`config.mk`:
```
export PLATFORM = sky130hd
export DESIGN_NAME = conv_weight_loader
export DESIGN_NICKNAME = d
export VERILOG_FILES = /design/src/rtl/conv_weight_loader.sv
export SDC_FILE = /design/constraint.sdc
export NUM_CORES = 1
export LEC_CHECK = 0
export CAP_MARGIN = 20
export CORE_UTILIZATION = 60
export CTS_CLUSTER_SIZE = 25
export DETAILED_ROUTE_END_ITERATION = 10
export DONT_BUFFER_PORTS = 1
export PLACE_DENSITY_LB_ADDON = 0.25
export SYNTH_ARGS = -nofsm -noshare
export SYNTH_HDL_FRONTEND = slang
export SYNTH_SLANG_ARGS = --single-unit
```
`constraint.sdc`:
```
create_clock -name clk -period 2 [get_ports clk]
set_input_delay 0.2 -clock clk [delete_from_list [all_inputs] [get_ports clk]]
set_output_delay 0.2 -clock clk [all_outputs]
set_load 0.02 [all_outputs]
```
`src/rtl/conv_weight_loader.sv`:
```
// Loads one conv kernel (K*K weights + bias) from weight memory into a shadow bank and promotes it to the active outputs on swap.
// Reads take N cycles after the request; load_done follows 2 cycles after the last read; the active set changes only on a swap from READY.
module conv_weight_loader #(
  parameter int KERNEL_SIZE = 3,
  parameter int DATA_WIDTH  = 16,
  parameter int NUM_KERNELS = 4,
  parameter int ADDR_WIDTH  = 8,
  parameter int IDX_WIDTH   = (NUM_KERNELS > 1) ? $clog2(NUM_KERNELS) : 1
) (
  input  logic                                      clk,
  input  logic                                      rst_n,
  input  logic                                      load_req,
  input  logic [IDX_WIDTH-1:0]                      load_kernel_idx,
  output logic                                      load_busy,
  output logic                                      load_done,
  output logic                                      load_err,
  input  logic                                      swap,
  output logic                                      mem_rd_en,
  output logic [ADDR_WIDTH-1:0]                     mem_addr,
  input  logic [DATA_WIDTH-1:0]                     mem_rd_data,
  output logic [DATA_WIDTH*KERNEL_SIZE*KERNEL_SIZE-1:0] weights_out,
  output logic [DATA_WIDTH-1:0]                     bias_out,
  output logic                                      weights_valid
);

  localparam int K2 = KERNEL_SIZE * KERNEL_SIZE;
  localparam int N  = K2 + 1;
  localparam int CW = $clog2(N);

  localparam logic [CW-1:0]         LAST = CW'(N - 1);
  localparam logic [ADDR_WIDTH-1:0] N_A  = ADDR_WIDTH'(N);
  localparam logic [IDX_WIDTH:0]    NK   = (IDX_WIDTH + 1)'(NUM_KERNELS);

  typedef enum logic [1:0] {S_IDLE, S_READ, S_READY} state_t;

  state_t                  r_state;
  state_t                  w_next;
  logic                    w_accept;
  logic                    w_reject;
  logic                    w_last_cap;
  logic                    w_promote;
  logic                    w_idx_ok;
  logic [ADDR_WIDTH-1:0]   w_base;

  logic                    r_rd_en;
  logic [ADDR_WIDTH-1:0]   r_addr;
  logic [CW-1:0]           r_issue;
  logic                    r_cap_vld;
  logic [CW-1:0]           r_cap_idx;
  logic                    r_done;
  logic                    r_err;

  logic [DATA_WIDTH-1:0]   r_shadow [N];
  logic [DATA_WIDTH*K2-1:0] r_weights;
  logic [DATA_WIDTH-1:0]   r_bias;
  logic                    r_wvalid;

  assign w_idx_ok = ({1'b0, load_kernel_idx} < NK);
  assign w_base   = ADDR_WIDTH'(load_kernel_idx) * N_A;

  always_ff @(posedge clk or negedge rst_n) begin
    if (!rst_n) begin
      r_state <= S_IDLE;
    end else begin
      r_state <= w_next;
    end
  end

  always_comb begin
    w_next     = r_state;
    w_accept   = 1'b0;
    w_reject   = 1'b0;
    w_last_cap = 1'b0;
    w_promote  = 1'b0;
    case (r_state)
      S_IDLE: begin
        if (load_req) begin
          if (w_idx_ok) begin
            w_accept = 1'b1;
            w_next   = S_READ;
          end else begin
            w_reject = 1'b1;
          end
        end
      end
      S_READ: begin
        if (r_cap_vld && (r_cap_idx == LAST)) begin
          w_last_cap = 1'b1;
          w_next     = S_READY;
        end
      end
      S_READY: begin
        // A request coinciding with swap is dropped; it is only honoured from IDLE.
        if (swap) begin
          w_promote = 1'b1;
          w_next    = S_IDLE;
        end
      end
      default: w_next = S_IDLE;
    endcase
  end

  // Issue side walks base..base+N-1; capture side trails it by the 1-cycle memory latency.
  always_ff @(posedge clk or negedge rst_n) begin
    if (!rst_n) begin
      r_rd_en   <= 1'b0;
      r_addr    <= '0;
      r_issue   <= '0;
      r_cap_vld <= 1'b0;
      r_cap_idx <= '0;
      r_done    <= 1'b0;
      r_err     <= 1'b0;
    end else begin
      r_done    <= w_last_cap;
      r_err     <= w_reject;
      r_cap_vld <= r_rd_en;
      r_cap_idx <= r_issue;
      if (w_accept) begin
        r_rd_en <= 1'b1;
        r_addr  <= w_base;
        r_issue <= '0;
      end else if (r_rd_en) begin
        if (r_issue == LAST) begin
          r_rd_en <= 1'b0;
        end else begin
          r_issue <= r_issue + CW'(1);
          r_addr  <= r_addr + ADDR_WIDTH'(1);
        end
      end
    end
  end

  always_ff @(posedge clk or negedge rst_n) begin
    if (!rst_n) begin
      for (int j = 0; j < N; j++) begin
        r_shadow[j] <= '0;
      end
    end else if (r_cap_vld) begin
      for (int j = 0; j < N; j++) begin
        if (r_cap_idx == CW'(j)) begin
          r_shadow[j] <= mem_rd_data;
        end
      end
    end
  end

  // Weight 0 lands in the MSB slot, matching the engine's existing layout.
  always_ff @(posedge clk or negedge rst_n) begin
    if (!rst_n) begin
      r_weights <= '0;
      r_bias    <= '0;
      r_wvalid  <= 1'b0;
    end else if (w_promote) begin
      for (int j = 0; j < K2; j++) begin
        r_weights[(K2-1-j)*DATA_WIDTH +: DATA_WIDTH] <= r_shadow[j];
      end
      r_bias   <= r_shadow[N-1];
      r_wvalid <= 1'b1;
    end
  end

  assign load_busy     = (r_state != S_IDLE);
  assign load_done     = r_done;
  assign load_err      = r_err;
  assign mem_rd_en     = r_rd_en;
  assign mem_addr      = r_addr;
  assign weights_out   = r_weights;
  assign bias_out      = r_bias;
  assign weights_valid = r_wvalid;

endmodule

```
== Yosys cells after proc, flatten, opt, wreduce, memory -nomap -nowiden ==
Cells that the tools add are included.

* Flip-flop bits (word level): 342
* Output and inout bits: 173
* Input port bits: 22
* Word-level logic and storage cells: 75

* Multiplexer cells: 19
* Equal/unequal tests: 16
* Reductions and logical operators: 17
* $mul: 1
* $add $sub $neg: 2

{| class="wikitable"
|+ Operators with widths
! kind !! number
|-
| 8-bit two-way mux || 3
|-
| 2-bit AND reduction || 11
|-
| 4-bit by 3-bit == test with 1-bit output, second input constant || 4
|-
| 4-bit == test, second input constant || 3
|-
| 4-bit two-way mux || 3
|-
| 1-bit two-way mux || 9
|-
| 8-bit by 1-bit adder with 8-bit output, second input constant || 1
|-
| 4-bit by 2-bit == test with 1-bit output, second input constant || 2
|-
| 2-bit != test, second input constant || 4
|-
| 2-bit two-way mux || 3
|-
| 2-bit case mux with 3 select lines || 1
|-
| 2-bit by 3-bit multiplier with 5-bit output, second input constant || 1
|-
| 4-bit by 1-bit adder with 4-bit output, second input constant || 1
|-
| 4-bit by 1-bit == test with 1-bit output, second input constant || 1
|-
| 4-bit zero test || 1
|-
| 2-bit nonzero test || 2
|-
| 3-bit AND reduction || 1
|-
| 2-bit by 1-bit == test with 1-bit output, second input constant || 1
|-
| 2-bit == test, second input constant || 1
|-
| 2-bit zero test || 1
|-
| 1-bit logical AND || 1
|}

== Depth between registers and ports, before layout ==
Gate-level depths: netlist of run 1.

* Word-level depth: 4
* Mapped depth: 6
* Gate-level depth less buffers: 5

== Worst setup path after synthesis of run 1 ==
Ideal clock, no wire load.

* Path kind: reg-to-reg
* Start: reg r_cap_idx[2]
* End: reg r_shadow[101] (netlist bit)
* Data required time: 1.875 ns
* Setup time: 0.125 ns
* Data arrival time: 1.573 ns
* Setup slack: 0.303 ns
* Period minus slack after synthesis: 1.697 ns
* Cell stages (with the launch flop): 6
* Buffers on the path: 2
* Cells stage by stage: dfrtp_1 nor3b_2 and3_1 buf_2 buf_4 mux2_2

* Longest elaborated chain between the ends: 2

{| class="wikitable"
|+ Ends and longest elaborated chain
! element !! RTL line !! text
|-
| start: declaration || 49 || <nowiki>logic [CW-1:0] r_cap_idx;</nowiki>
|-
| start signal: assignment || 117 || <nowiki>r_cap_idx <= r_issue;</nowiki>
|-
| 4-bit by 2-bit == test with 1-bit output || 140 || <nowiki>if (r_cap_idx == CW'(j)) begin</nowiki>
|-
| 2-bit AND reduction (no line) || - ||
|-
| end signal: indexed assignment || 141 || <nowiki>r_shadow[j] <= mem_rd_data;</nowiki>
|-
| end: declaration || 53 || <nowiki>logic [DATA_WIDTH-1:0] r_shadow [N];</nowiki>
|}

Every way passes these cells.
A chain may end at the register's enable or synchronous reset.

== Final worst setup path of run 1 ==
* Start: reg r_cap_idx[2]
* End: reg r_shadow[107] (netlist bit)

Same word-level chain as after synthesis.

==> qor.yml, run 1 <==
synth:
  async_flop_share_pct: 100
  syn_area_um2: 13100
  synth_edf_count: 0
  synth_cells: 798
  syn_area_per_cell_um2: 16.4
  synth_seq_area_share_pct: 65.4
  ys_ff_latch: 342
  synthFlopType: "dfrtp_1"
  ys_warn_count: 0
  synth_cell_type_count: 40
  synth.net_count: 823
cts:
  cts_setup_buffers: 0
  clkLatencyLatePin_ns: 0.50
  cts_hold_buf: 19
  cts.sinks: 342
  root_buffer: "clkbuf_16"
  ctsHtreeMaxLevel: 2
  cts_tree: "yes"
  cts_buffer_depth: 3
  clk_pin_slew_ns: 0.06
  cts_made_buffers: 34
timing:
  fmax_ghz: 0.569
  tns_ns: 0
  hold_violations: 342
  slew_headroom_pct: 53.2
  rsz0062_at_grt: "false"
  min_period_ns: 1.76
  whs_ns: -0.596
  worstMarginPinSlew_ns: 0.700
  finClkSkew_ns: 0.0170
  fin_crit_sh_pct: 87.9
  slew_violations: 0
  fin_ws_ns: 0.242
  setup_viol: 0
setup_path:
  path_delay_family: "simple AND/OR/NAND/NOR gates"
  worstSetupPathType: "register to register"
  crit_arrival_ns: 2.13
  crit_buf_inv: 1
  cp.required_ns: 2.37
  cp_cell_sequence: "nor3b_2 -> and3_1 -> buf_4 -> mux2_2"
  cp_slowest_cell: "dfrtp_1"
  rr_worst_depth: 4
  path_depth: 4
  r2r_end: "r_shadow[107]$_DFFE_PN0P_"
  max_stage_delay_ns: 0.48
  startpoint_type: "register"
  cp_max_fo: 16
  ff2ff_setup_slack_ns: 0.24
  critPathCaptureType: "register"
  regToRegStartpoint: "r_cap_idx[2]$_DFF_PN0_"
detailed_routing:
  wl_mm: 26.2
  wl_per_cell_um: 23.4
  wl_met1_mm: 10.4
  num_vias: 6569
  dr.pass1.iters: 4
  ant_nets: 0
  met2_length_mm: 13.2
  drtIter0Drc: 328
  viasPerCell: 5.88
  top_layer_used: "met4"
  drc_errors: 0
  dr_wl_met3_mm: 2.10
floorplanning:
  core-area_um2: 21200
  pin_count: 195
  die_x_um: 150
  dieHeight_um: 150
  rows: 53
  initial_core_util_pct: 61.6
  die-area_um2: 22400
cells_and_area:
  drive_gt1_share_pct: 47.4
  design_area_um2: 14700
  fin_cells: 1118
  final_core_util_pct: 69.1
  final_nets: 843
  area_growth_pct: 12.1
placed_design:
  port_buffers: 0
  dp_hpwl_mm: 16.5
  preCtsSetupSlack_ns: 0.243
  post_dp_cell_area_um2: 13300
  place.gp.congestion: 0.805
  dp_cells: 1038
run_status:
  status: "complete, but fails checks"
  violations: "hold timing"
grt:
  grt_pass1_wl_mm: 40.8
  grt_overflow_total: 0
  antenna_found_initial: 2
  grt_max_degree: 343
  grtUsageTotal_pct: 24.3
  grt_pass1_vias: 7082
pwr:
  ir_drop_v: 0.000810
  power_density_nw_per_um2: 1620
  p_leak_nw: 7.06
  p_total_mw: 23.8
job:
  cap_viol_max_count: 0
worst_hold_path:
  worstHoldPathType: "input port to async pin"
-- cells in the mapped netlist, types with 2 or more instances --
library cell,number,area share [%]
mux2_2,300,26
nand4_1,5,0.24
nor4_1,3,0.14
nor2_1,4,0.11
buf_2,24,0.92
buf_6,2,0.17
buf_1,16,0.46
mux2_4,20,2.3
dfrtp_1,342,65
mux2i_1,4,0.31
nand3b_1,2,0.11
nand2b_1,8,0.38
or4_1,3,0.17
o21ai_0,7,0.27
nand3_1,4,0.15
nand2_1,9,0.26
a31oi_1,2,0.096
inv_1,3,0.086
a21oi_1,4,0.15
clkbuf_1,4,0.11
buf_4,5,0.29
or3_1,5,0.24
o211ai_1,2,0.11
ha_1,3,0.29
nor2_2,2,0.096
-- worst register-to-register path: stages, from the launching register on --
cell and delay (ns):
dfrtp_1 0.48, nor3b_2 0.35, and3_1 0.20, buf_4 0.24
mux2_2 0.38
-- timing repair --
action,in CTS,in global routing
hold endpoints to repair,507,342
gates resized for setup,0,0
setup endpoints to repair,0,0
-- area by class of cell --
type | instances | area, um^2
Inverter | 3 | 11.3
Timing Repair Buffer | 36 | 355
Clock inverter | 8 | 92.6
Antenna cell | 2 | 5.00
Multi-Input combinational cell | 401 | 4230
Sequential cell | 342 | 8560
Tap cell | 275 | 344
Fill cell | 1398 | 6560
Clock buffer | 51 | 1060
-- registers in the layout, indices dropped and copies added, names as in the netlist --
register and cells:
r_state 2, r_cap_vld 1, load_done 1, r_shadow 160, r_issue 4, mem_addr 8
weights_out 144, weights_valid 1, mem_rd_en 1, bias_out 16, r_cap_idx 4
-- placed cells by master (no fill, tap or decap), drive strengths merged, types with 5 or more instances in the layout --
cell / n
clkinv: 5
clkbuf: 51
nand4: 5
o21ai: 7
nand2b: 8
mux2: 320
dfrtp: 342
nor2: 6
or3: 5
nand2: 9
dlygate4sd3: 19
buf: 17
-- logic make-up (layout without fill, tap and decap cells) --
kind of cell / count (synthesis) / count (layout) / synth area share, %
mux: 324 / 324 / 28.4
compound gates: 16 / 16 / 0.689
flops: 342 / 342 / 65.4
simple gates: 56 / 56 / 2.87
other cells: 1 / 3 / 0.0287
buf+inv: 55 / 98 / 2.19
xor+xnor: 1 / 1 / 0.0670
fa+ha+maj: 3 / 3 / 0.287
-- layer usage --
metal  track usage [%]  vias to the layer above
met5                 0                        -
met4              7.76                        0
met3              7.96                       39
met2              39.8                      178
met1              30.6                     3501
li1                  -                     2851
-- worst max path at each step --
| stage | start | slack, ns | end |
|---|---|---|---|
| global placement | r_cap_idx[2]$_DFF_PN0_ | 0.35 | r_shadow[104]$_DFFE_PN0P_ |
| CTS | r_issue[0]$_DFFE_PN0P_ | 0.22 | mem_addr[6]$_DFFE_PN0P_ |
| floorplan | r_cap_idx[2]$_DFF_PN0_ | 0.30 | r_shadow[101]$_DFFE_PN0P_ |
| finish | r_cap_idx[2]$_DFF_PN0_ | 0.24 | r_shadow[107]$_DFFE_PN0P_ |
| detailed placement | r_cap_idx[2]$_DFF_PN0_ | 0.24 | r_shadow[107]$_DFFE_PN0P_ |
| global route | r_issue[1]$_DFFE_PN0P_ | 0.14 | mem_addr[6]$_DFFE_PN0P_ |
-- report_power, final --
group	leakage, nW	internal [mW]	switching, mW
logic	2.12	2.87	1.59
registers	4.37	9.70	3.23
clock network	0.569	3.91	2.47
No activity file was read; power rests on OpenSTA's default activity.
==> inputs of run 2 (changes only) <==
--- a/config.mk
+++ b/config.mk
@@ -6,7 +6,7 @@
 export NUM_CORES = 1
 export LEC_CHECK = 0
 export CAP_MARGIN = 20
-export CORE_UTILIZATION = 60
+export CORE_UTILIZATION = 59
 export CTS_CLUSTER_SIZE = 25
 export DETAILED_ROUTE_END_ITERATION = 10
 export DONT_BUFFER_PORTS = 1
==> qor.yml, run 2 (synthesis results as in run 1) <==
cts:
  cts.sinks: 342
  cts_hold_buf: 19
  cts_setup_buffers: 0
  cts_resized: 0
  cts_buffer_depth: 3
  cts_made_buffers: 35
  cts_tree: "yes"
  clkLatencyLatePin_ns: 0.50
  ctsHtreeMaxLevel: 2
  clk_pin_slew_ns: 0.06
  root_buffer: "clkbuf_16"
pwr:
  swShare_pct: 30.9
  p_leak_nw: 7.02
  power_density_nw_per_um2: 1600
  ir_drop_v: 0.000787
  switching_power_mw: 7.22
  intPower_mw: 16.2
  p_clk_share_pct: 25.8
  power.share.combinational_pct: 19.1
  power_frac_seq_pct: 55.2
job:
  cap_viol_max_count: 0
timing:
  slew_violations: 0
  fin_crit_sh_pct: 84.8
  rsz0062_at_grt: "false"
  fin_ws_ns: 0.305
  whs_ns: -0.596
  min_period_ns: 1.70
  setup_viol: 0
  hold_violations: 342
  worstMarginPinSlew_ns: 0.634
  finClkSkew_ns: 0.0138
  fmax_ghz: 0.590
  tns_ns: 0
  slew_headroom_pct: 57.6
grt:
  use_met2_pct: 38.9
  grt_use_met1_pct: 29.5
  grt_overflow_total: 0
  grt-busiest-layer: "met2"
  grtUsageTotal_pct: 23.3
  grt_pass1_wl_mm: 39.6
  antenna_found_initial: 0
  grt_max_degree: 343
  grt.met3_usage_pct: 6.81
  grt_pass1_vias: 6788
floorplanning:
  initial_core_util_pct: 60.1
  die-area_um2: 22800
  core-area_um2: 21800
  dieHeight_um: 151
  die_x_um: 151
  rows: 54
  pin_count: 195
placed_design:
  dp_cells: 1043
  port_buffers: 0
  preCtsSetupSlack_ns: 0.295
  dp_hpwl_mm: 16.2
  place.gp.congestion: 0.785
cells_and_area:
  drive_gt1_share_pct: 47.0
  fin_cells: 1118
  final_common_cell: "dfrtp_1"
  antennaDiodeCount: 0
  layout_common_cells: "342 x dfrtp_1, 300 x mux2_2, 35 x clkbuf_16, 20 x mux2_4, 19 x dlygate4sd3_1"
  area_growth_pct: 11.5
  final_nets: 844
  top_register: "r_shadow"
  largest_register_ffs: 160
setup_path:
  rr_worst_depth: 4
  startpoint_type: "register"
  crit_arrival_ns: 2.11
  worstSetupPathType: "register to register"
  cp_max_fo: 16
  critPathCaptureType: "register"
  cp.required_ns: 2.42
detailed_routing:
  drc_errors: 0
  drtIter0Drc: 243
  num_vias: 6455
  viasPerCell: 5.77
  ant_nets: 0
  wl_mm: 25.7
  dr.pass1.iters: 4
  wl_per_cell_um: 23.0
run_status:
  status: "complete, but fails checks"
  violations: "hold timing"
worst_hold_path:
  worstHoldPathType: "input port to async pin"
run 2: worst paths after layout:
path	end	startpoint	slack [ns]
setup / recovery	mem_addr[7]$_DFFE_PN0P_	r_issue[0]$_DFFE_PN0P_	0.30
hold / removal	weights_out[107]$_DFFE_PN0P_	rst_n	-0.60
min in group clk	r_issue[3]$_DFFE_PN0P_	load_req	0.12
max in group asynchronous	weights_out[48]$_DFFE_PN0P_	rst_n	2.28
hold reg to reg	r_cap_idx[3]$_DFF_PN0_	r_issue[3]$_DFFE_PN0P_	0.45
setup reg to reg	mem_addr[7]$_DFFE_PN0P_	r_issue[0]$_DFFE_PN0P_	0.30
run 2: power groups by stage:
stage / clock (mW) / sequential, mW / combinational (mW)
floorplan: 0 / 12.2 / 3.83
global placement: 0 / 12.8 / 4.09
detailed placement: 0 / 13.0 / 4.38
CTS: 6.18 / 12.9 / 4.51
global route: 6.48 / 13.3 / 4.84
finish: 6.03 / 12.9 / 4.46
run 2: cell type report:
| cell class | instances | area, um^2 |
|---|---|---|
| tap | 280 | 350 |
| inverter | 3 | 11.3 |
| fill | 1468 | 7170 |
| timing repair buffer | 36 | 368 |
| multi-input combinational | 401 | 4230 |
| clock inverter | 6 | 58.8 |
| sequential | 342 | 8560 |
| clock buffer | 50 | 1000 |
run 2: worst max-delay path: stages, from the launching register on:
cell and delay [ns]:
dfrtp_1 0.44, ha_1 0.24, and3b_1 0.33, nor4_1 0.40
mux2i_1 0.21
run 2: through the flow:
stage	util [%]	power (mW)	area, um^2
after global placement	61.3	16.9	13300
after floorplan	-	16.1	13100
final	67.0	23.4	14600
after CTS	67.0	23.6	14600
after detailed placement	61.3	17.4	13300
after global routing	67.0	24.6	14600
run 2: per-layer routing:
layer	part of all wire [%]	routed length, um
met4	2.0	502
met2	51	13100
met1	40	10400
met3	6.5	1680
met5	0	0
==> inputs of run 3 (changes only) <==
--- a/config.mk
+++ b/config.mk
@@ -6,7 +6,7 @@
 export NUM_CORES = 1
 export LEC_CHECK = 0
 export CAP_MARGIN = 20
-export CORE_UTILIZATION = 59
+export CORE_UTILIZATION = 57
 export CTS_CLUSTER_SIZE = 25
 export DETAILED_ROUTE_END_ITERATION = 10
 export DONT_BUFFER_PORTS = 1
==> constraint.sdc (replaced) <==
create_clock -name clk -period 1.5 [get_ports clk]
set_input_delay 0.15 -clock clk [delete_from_list [all_inputs] [get_ports clk]]
set_output_delay 0.15 -clock clk [all_outputs]
set_load 0.02 [all_outputs]
==> qor.yml, run 3 (synthesis results as in run 1) <==
pwr:
  switching_power_mw: 10.7
  swShare_pct: 31.4
  power_frac_seq_pct: 50.6
  p_total_mw: 34.1
  intPower_mw: 23.4
  ir_drop_v: 0.00117
  power.share.combinational_pct: 24.5
  p_clk_share_pct: 24.9
  power_density_nw_per_um2: 2090
  p_leak_nw: 8.04
cells_and_area:
  layout_common_cells: "338 x dfrtp_1, 201 x mux2_2, 119 x mux2_4, 57 x clkbuf_16, 33 x buf_4"
  largest_register_ffs: 160
  fillers: 1354
  final_common_cell: "dfrtp_1"
  fin_cells: 1199
  area_growth_pct: 24.8
  final_core_util_pct: 72.3
  drive_gt1_share_pct: 53.3
  design_area_um2: 16300
  top_register: "r_shadow"
  final_nets: 914
detailed_routing:
  num_vias: 7075
  drc_errors: 0
  wl_mm: 31.7
  wl_per_cell_um: 26.5
  viasPerCell: 5.90
  dr.pass1.iters: 4
  drtIter0Drc: 367
  ant_nets: 0
timing:
  fin_crit_sh_pct: 106
  fin_ws_ns: -0.0910
  tns_ns: -7.73
  worstMarginPinSlew_ns: 1.10
  finClkSkew_ns: 0.0122
  fmax_ghz: 0.629
  rsz0062_at_grt: "true"
  slew_headroom_pct: 26.8
  whs_ns: -0.653
  setup_viol: 183
  hold_violations: 342
  slew_violations: 0
  min_period_ns: 1.59
placed_design:
  post_dp_cell_area_um2: 13800
  port_buffers: 0
  place.gp.congestion: 0.827
  dp_cells: 1076
  dp_hpwl_mm: 17.4
  preCtsSetupSlack_ns: -0.109
setup_path:
  path_delay_family: "simple AND/OR/NAND/NOR gates"
  critPathCaptureType: "register"
  startpoint_type: "register"
  worstSetupPathType: "register to register"
  cp_slowest_cell: "or4_4"
  crit_arrival_ns: 1.98
  cp_cell_sequence: "or4_4 -> buf_12 -> mux2_4"
  cp_max_fo: 16
  max_stage_delay_ns: 0.54
  crit_buf_inv: 1
  cp.required_ns: 1.89
grt:
  antenna_found_initial: 5
  grt_pass1_wl_mm: 43.4
  grt_max_degree: 343
  grtUsageTotal_pct: 24.2
  grt_pass1_vias: 7372
  grt_overflow_total: 0
job:
  cap_viol_max_count: 0
run_status:
  violations: "hold timing, setup timing"
  status: "complete, but fails checks"
cts:
  cts_buffer_depth: 3
  cts.sinks: 342
  cts_tree: "yes"
  clk_pin_slew_ns: 0.06
  root_buffer: "clkbuf_16"
  ctsHtreeMaxLevel: 2
  cts_made_buffers: 36
  clkLatencyLatePin_ns: 0.51
floorplanning:
  dieHeight_um: 153
  core-area_um2: 22600
  die_x_um: 153
  rows: 55
  initial_core_util_pct: 57.9
  pin_count: 195
  die-area_um2: 23600
worst_hold_path:
  worstHoldPathType: "input port to async pin"
run 3: layer usage:
layer	vias to the layer above	part of all wire (%)	GRT usage [%]
met5	-	0.069	0
met1	3803	41	29.7
met2	213	51	41.3
met4	4	2.1	8.43
li1	3004	-	-
met3	51	6.1	6.69
run 3: power by group through the flow:
| stage | Sequential [mW] | Clock, mW | Combinational (mW) |
|---|---|---|---|
| after floorplan | 16.3 | 0 | 5.37 |
| after global placement | 17.0 | 0 | 6.38 |
| after detailed placement | 17.2 | 0 | 6.81 |
| after CTS | 17.1 | 8.61 | 7.22 |
| after global routing | 17.7 | 9.02 | 8.87 |
| final | 17.3 | 8.51 | 8.34 |
run 3: layout make-up:
type                    count  area (um^2)  share of cell area (%)
inverters                   3         11.3                  0.0690
well taps                 285          357                    2.18
flip-flops and latches    342         8560                    52.5
repair buffers            104         1520                    9.33
diodes                      3         7.51                  0.0460
clock inverters            10         88.8                   0.544
clock buffers              50         1040                    6.40
multi-input cells         402         4730                    29.0
run 3: worst paths after layout:
check	startpoint	end	slack, ns	cells after the start
min in group clk	load_req	mem_rd_en$_DFF_PN0_	0.12	2
setup reg to reg	r_cap_idx[0]$_DFF_PN0_	r_shadow[26]$_DFFE_PN0P_	-0.09	3
max in group asynchronous	rst_n	r_shadow[140]$_DFFE_PN0P_	1.26	0
hold / removal	rst_n	weights_out[42]$_DFFE_PN0P_	-0.65	0
hold reg to reg	r_shadow[33]$_DFFE_PN0P_	weights_out[17]$_DFFE_PN0P_	0.50	1
setup / recovery	r_cap_idx[0]$_DFF_PN0_	r_shadow[26]$_DFFE_PN0P_	-0.09	3
run 3: timing repair:
action / in CTS / in global routing
endpoints found under the setup margin: 173 / 309
hold buffers: 19 / 1
hold endpoints to repair: 507 / 352
cloned: 1 / 25
gates resized for setup: 20 / 105
setup buffers: 2 / 12
pin swaps: 2 / 9
